$ cat config.mk
export PLATFORM = sky130hd
export DESIGN_NAME = mem_arbiter
export DESIGN_NICKNAME = d
export VERILOG_FILES = /design/src/rtl/mem_arb_pkg.sv /design/src/rtl/mem_arbiter.sv
export SDC_FILE = /design/constraint.sdc
export NUM_CORES = 1
export LEC_CHECK = 0
export BUFFER_PORTS_ARGS = -buffer_cell sky130_fd_sc_hd__buf_2
export CAP_MARGIN = 20
export CORE_UTILIZATION = 52
export DETAILED_ROUTE_END_ITERATION = 7
export PLACE_DENSITY = 0.81
export SYNTH_ARGS = -nofsm -noshare
export SYNTH_HDL_FRONTEND = slang
export SYNTH_SLANG_ARGS = --single-unit
$ cat constraint.sdc
create_clock -name clk -period 4.1 [get_ports clk]
set_input_delay 0.205 -clock clk [delete_from_list [all_inputs] [get_ports clk]]
set_output_delay 0.205 -clock clk [all_outputs]
set_load 0.01 [all_outputs]
$ cat src/rtl/mem_arb_pkg.sv
// mem_arb_pkg: shared state, size encodings and constants for mem_arbiter
package mem_arb_pkg;
  typedef enum logic [1:0] {S_IDLE, S_ICACHE_RD, S_LSU_RD, S_LSU_WR} state_e;
  localparam logic [1:0] SZ_B = 2'd0;
  localparam logic [1:0] SZ_H = 2'd1;
  localparam logic [1:0] SZ_W = 2'd2;
  localparam logic [1:0] IO_HI = 2'b11;
  function automatic logic [4:0] size_bytes(input logic [1:0] sz);
    return sz == SZ_B ? 5'd1 : sz == SZ_H ? 5'd2 : 5'd4;
  endfunction
endpackage

$ cat src/rtl/mem_arbiter.sv
// mem_arbiter: byte-serial RAM/IO port shared by icache and LSU; MEM_ARB_FAIR_EN alternates grants after LSU
module mem_arbiter #(
  parameter int LINE_BYTES = 4,
  parameter logic [1:0] IO_HI = mem_arb_pkg::IO_HI
) (
  input  logic                    clk,
  input  logic                    rst,
  input  logic                    rdy,
  input  logic                    clear,
  input  logic                    icache_req,
  input  logic [31:0]             icache_addr,
  output logic                    icache_done,
  output logic [8*LINE_BYTES-1:0] icache_data,
  input  logic                    lsu_req,
  input  logic                    lsu_wr,
  input  logic [1:0]              lsu_size,
  input  logic [31:0]             lsu_addr,
  input  logic [31:0]             lsu_wdata,
  output logic [31:0]             lsu_rdata,
  output logic                    lsu_done,
  input  logic [7:0]              mem_din,
  output logic [7:0]              mem_dout,
  output logic [31:0]             mem_a,
  output logic                    mem_wr,
  input  logic                    io_buffer_full
);
  import mem_arb_pkg::*;
  localparam int IW = 8 * LINE_BYTES;
  localparam int BW = IW > 32 ? IW : 32;
`ifdef MEM_ARB_FAIR_EN
  localparam bit FAIR_EN = 1'b1;
`else
  localparam bit FAIR_EN = 1'b0;
`endif
  state_e state_q, state_d;
  logic [4:0] k_q, k_d, n_q, n_d, k_nxt;
  logic [31:0] base_q, base_d, mem_a_q, mem_a_d, a_nxt, wsh, lsu_rdata_q, lsu_rdata_d;
  logic [BW-1:0] buf_q, buf_d;
  logic [IW-1:0] icache_data_q, icache_data_d;
  logic [7:0] mem_dout_q, mem_dout_d;
  logic mem_wr_q, mem_wr_d, icache_done_q, icache_done_d, lsu_done_q, lsu_done_d, fair_q, fair_d;
  logic grant_lsu, grant_ic, stall_grant, stall_nxt, stall_cur;
  assign k_nxt = k_q + 5'd1;
  assign a_nxt = base_q + 32'(k_q) + 32'd1;
  assign wsh = lsu_wdata >> {k_nxt[1:0], 3'b000};
  assign stall_grant = lsu_addr[17:16] == IO_HI && io_buffer_full;
  assign stall_nxt = a_nxt[17:16] == IO_HI && io_buffer_full;
  assign stall_cur = mem_a_q[17:16] == IO_HI && io_buffer_full;
  assign grant_lsu = lsu_req && !(FAIR_EN && fair_q && icache_req && !clear);
  assign grant_ic = icache_req && !clear && !grant_lsu;
  always_comb begin
    state_d = state_q;
    k_d = k_q;
    n_d = n_q;
    base_d = base_q;
    buf_d = buf_q;
    mem_a_d = mem_a_q;
    mem_dout_d = mem_dout_q;
    mem_wr_d = 1'b0;
    icache_done_d = 1'b0;
    lsu_done_d = 1'b0;
    icache_data_d = icache_data_q;
    lsu_rdata_d = lsu_rdata_q;
    fair_d = fair_q;
    case (state_q)
      S_IDLE: begin
        if (grant_lsu) begin
          state_d = lsu_wr ? S_LSU_WR : S_LSU_RD;
          base_d = lsu_addr;
          mem_a_d = lsu_addr;
          n_d = size_bytes(lsu_size);
          k_d = '0;
          buf_d = '0;
          mem_dout_d = lsu_wdata[7:0];
          mem_wr_d = lsu_wr && !stall_grant;
          fair_d = 1'b0;
        end else if (grant_ic) begin
          state_d = S_ICACHE_RD;
          base_d = icache_addr;
          mem_a_d = icache_addr;
          n_d = 5'(LINE_BYTES);
          k_d = '0;
          buf_d = '0;
          fair_d = 1'b0;
        end
      end
      S_LSU_WR: begin
        // mem_wr_q low means the current byte is still stalled behind a full IO buffer
        if (!mem_wr_q) mem_wr_d = !stall_cur;
        else if (k_nxt == n_q) begin
          state_d = S_IDLE;
          k_d = '0;
          lsu_done_d = 1'b1;
          fair_d = 1'b1;
        end else begin
          k_d = k_nxt;
          mem_a_d = a_nxt;
          mem_dout_d = wsh[7:0];
          mem_wr_d = !stall_nxt;
        end
      end
      default: begin
        // k counts cycles in the read state; the byte for address k-1 arrives now
        k_d = k_nxt;
        if (k_q != 5'd0) buf_d = buf_q | (BW'(mem_din) << {k_q - 5'd1, 3'b000});
        if (k_nxt < n_q) mem_a_d = a_nxt;
        if (k_q == n_q) begin
          state_d = S_IDLE;
          k_d = '0;
          if (state_q == S_ICACHE_RD) begin
            icache_done_d = 1'b1;
            icache_data_d = buf_d[IW-1:0];
          end else begin
            lsu_done_d = 1'b1;
            lsu_rdata_d = buf_d[31:0];
            fair_d = 1'b1;
          end
        end
        if (state_q == S_ICACHE_RD && clear) begin
          state_d = S_IDLE;
          k_d = '0;
          icache_done_d = 1'b0;
          icache_data_d = icache_data_q;
        end
      end
    endcase
  end
  always_ff @(posedge clk) begin
    if (rst) begin
      state_q <= S_IDLE;
      k_q <= '0;
      n_q <= '0;
      base_q <= '0;
      buf_q <= '0;
      mem_a_q <= '0;
      mem_dout_q <= '0;
      mem_wr_q <= 1'b0;
      icache_done_q <= 1'b0;
      lsu_done_q <= 1'b0;
      icache_data_q <= '0;
      lsu_rdata_q <= '0;
      fair_q <= 1'b0;
    end else if (rdy) begin
      state_q <= state_d;
      k_q <= k_d;
      n_q <= n_d;
      base_q <= base_d;
      buf_q <= buf_d;
      mem_a_q <= mem_a_d;
      mem_dout_q <= mem_dout_d;
      mem_wr_q <= mem_wr_d;
      icache_done_q <= icache_done_d;
      lsu_done_q <= lsu_done_d;
      icache_data_q <= icache_data_d;
      lsu_rdata_q <= lsu_rdata_d;
      fair_q <= fair_d;
    end
  end
  assign icache_done = icache_done_q;
  assign icache_data = icache_data_q;
  assign lsu_done = lsu_done_q;
  assign lsu_rdata = lsu_rdata_q;
  assign mem_a = mem_a_q;
  assign mem_dout = mem_dout_q;
  assign mem_wr = mem_wr_q;
endmodule

==> impl_metrics.yaml <==
clock_network:
  clk_path_buf_depth: 2
  clock-root-buffer: "clkbuf_16"
  cts_setup_buffers: 0
  cts_buffers: 17
  cts_tree: "yes"
  path_clk_slew_ns: 0.08
  holdBufCountCts: 0
  clkSinkCount: 181
  ctsResizeCount: 0
  insertion_delay_ns: 0.45
  h-tree-depth: 4
routing:
  wl_mm: 23.99
  dr.pass1.iters: 5
  drt-initial-drc-count: 573
  ant_nets: 0
  vias: 8058
  via_per_inst: 5.916
  route.detailed.drc: 0
  met1Wirelength_mm: 10.32
  routedWlPerCell_um: 17.61
  wl_met2_mm: 11.41
  met3_length_mm: 1.581
  top_layer_used: "met4"
global_route:
  grt_pass1_vias: 7312
  antenna_found_initial: 1
  grt_max_degree: 80
  globalRouteTotalUtil_pct: 27.97
  grt_overflow_total: 0
  grt_pass1_wl_mm: 37.09
synth:
  syn_area_per_cell_um2: 9.089
  synth_commonest_cells: "dfxtp_1, mux2i_1, nand2_1"
  synth-simple-area-share_pct: 13.56
  synth_flop_cell: "dfxtp_1"
  synth_xor_xnor_area_share_pct: 2.954
  synth_edf_count: 0
  synth_area_mm2: 0.008598
  ys_seq_area_share_pct: 42.14
  yosysUniqueCellTypes: 62
  synth_top_family_by_area: "compound AO/OA/AOI/OAI gates"
  synthAdderAreaFrac_pct: 2.270
  synth_area_leaders: "dfxtp_1, mux2i_1, o22ai_1, nand2_1, a211oi_1"
  syn_inst: 946
  ys_seq_elements: 181
  yosysMostFrequentCell: "dfxtp_1"
  syn_nets: 1075
  ys_warn_count: 0
  synthArstFlopShare_pct: 0
  synthMuxAreaShare_pct: 13.78
  synth_top_area_cell: "dfxtp_1"
  synth_compound_area_share_pct: 21.10
  yosysTopAreaCellShare_pct: 42.14
layout:
  fillCellCount: 1309
  finalNetCount: 1260
  layout-drive-gt1-share_pct: 25.52
  seq_area_mm2: 0.003623
  multi_input_area_mm2: 0.004639
  stdcell_count: 1362
  area_delta_synth_final_pct: 21.64
timing:
  slew_headroom_pct: 28.27
  setup_violations: 0
  min_period_ns: 3.236
  slew_violations: 0
  hold_violations: 0
  finalSetupTns_ns: 0
  finalCritPeriodShare_pct: 78.92
  clock-skew-final_ns: 0.01951
  grt_setup_unrepaired: "false"
  worst_slew_pin_slew_ns: 1.059
  max_freq_mhz: 309.1
status:
  status: "finished clean"
die:
  initial_utilization_pct: 53.74
  die_x_um: 130.6
  die-area_mm2: 0.01705
  ioPinCount: 221
  die_y_um: 130.6
  rows: 46
  coreArea_mm2: 0.01600
setup_path:
  path_cells: "ha_1 > or3_1 > nor3_2 > nand3_1 > nor3b_4 > buf_4 > mux2i_1 > o22ai_1"
  critPathCapture: "icache_data[2]"
  crit_arrival_ns: 3.53
  path_max_fanout: 18
  r2r_end: "icache_data[2]"
  end_kind: "flip-flop"
  ff2ff_setup_slack_ns: 0.86
  r2r_cells: 8
  crit_required_ns: 4.39
  startpoint: "k_q[0]"
  start_kind: "flip-flop"
  cp_slowest_cell: "dfxtp_1"
  cp_slowest_stage_delay_ns: 0.72
  r2r_start: "k_q[0]"
  crit_type: "flip-flop to flip-flop"
placed_design:
  port_buffers: 220
  gp_congestion: 0.8858
  dp.cells: 1328
  hpwlAfterDp_mm: 16.35
power_and_ir_drop:
  power_density_mw_per_mm2: 408.2
  peakVddDrop_mv: 0.3181
  p_leak_nw: 4.569
  finalPower_mw: 4.270
hold_path:
  hold_class: "primary input to flip-flop"
flow_run:
  maxCapViolations: 0
[power breakdown]
group | internal (mW) | total, mW | switching [mW]
Sequential | 1.84 | 1.91 | 0.0698
Combinational | 0.256 | 0.631 | 0.375
Clock | 0.900 | 1.73 | 0.827
[worst max-delay path, delay by kind of cell, from the launching register on]
family | cells | cell delay (ns)
simple gates | 4 | 1.36
mux | 1 | 0.23
flops | 1 | 0.72
fa+ha+maj | 1 | 0.36
compound gates | 1 | 0.10
buf+inv | 1 | 0.30
[placed cells by master (no fill, tap or decap), drive strengths merged, types with 4 or more instances in the layout]
master / instances
buf: 235
a32o: 16
and3: 5
a211oi: 44
clkbuf: 17
o211ai: 23
and4: 7
nand4: 8
ha: 14
nand2: 103
nand2b: 6
a21oi: 50
clkinv: 7
dfxtp: 181
o22ai: 72
nor3: 10
nor2: 76
nor3b: 4
nand3: 12
inv: 22
o21ai: 30
a31oi: 7
xor2: 19
nand3b: 6
a21o: 4
mux2: 11
mux2i: 106
xnor2: 10
[layer usage]
layer | up-vias | global-route usage [%]
li1 | 3872 | -
met1 | 3803 | 35.54
met2 | 336 | 45.85
met3 | 47 | 5.822
met4 | 0 | 12.24
met5 | - | 0
[sequential cells by signal, summed over array words and instances (netlist names)]
| register | count |
|---|---|
| lsu_rdata | 32 |
| n_q | 3 |
| base_q | 32 |
| lsu_done | 1 |
| mem_a | 32 |
| buf_q | 32 |
| mem_dout | 8 |
| mem_wr | 1 |
| icache_data | 32 |
| k_q | 5 |
| state_q | 2 |
| icache_done | 1 |
[per-stage QoR]
stage	area [um2]	utilization [%]	hold slack [ns]	setup WS (ns)
2_1_floorplan	8598	-	0.3533	1.572
6_report	10460	65.37	0.03405	0.8643
3_3_place_gp	9806	61.28	0.4408	1.058
3_5_place_dp	9806	61.28	0.4458	0.9458
4_1_cts	10450	65.33	0.02562	0.8844
5_1_grt	10460	65.35	0.02724	0.6667
[worst min-delay path by stage]
stage | slack [ns] | endpoint | depth (start not counted) | startpoint
after floorplan | 0.35 | n_q[1] | 2 | lsu_size[0]
after global placement | 0.44 | mem_a[0] | 2 | mem_a[0]
after detailed placement | 0.45 | mem_a[11] | 2 | mem_a[11]
after CTS | 0.03 | buf_q[4] | 2 | mem_din[4]
after global routing | 0.03 | buf_q[20] | 2 | mem_din[4]
final | 0.03 | buf_q[4] | 2 | mem_din[4]
[layout make-up]
cell class,instances,share of cell area [%]
Multi-Input combinational cell,681,44.36
Sequential cell,181,34.65
Timing Repair Buffer,235,11.63
Clock buffer,17,4.067
Tap cell,216,2.584
Clock inverter,15,2.129
Inverter,15,0.5383
Antenna cell,2,0.04785
[cell families (layout without fill, tap and decap cells)]
| logic type | count (synthesis) | after routing |
|---|---|---|
| buffers and inverters | 84 | 282 |
| other | 0 | 2 |
| xor gates and xnor gates | 29 | 29 |
| AOI/OAI and AO/OA | 266 | 266 |
| adders and majority gates | 15 | 15 |
| muxes | 117 | 117 |
| DFF | 181 | 181 |
| and+or+nand+nor | 254 | 254 |
No activity file was read; power rests on OpenSTA's default activity.
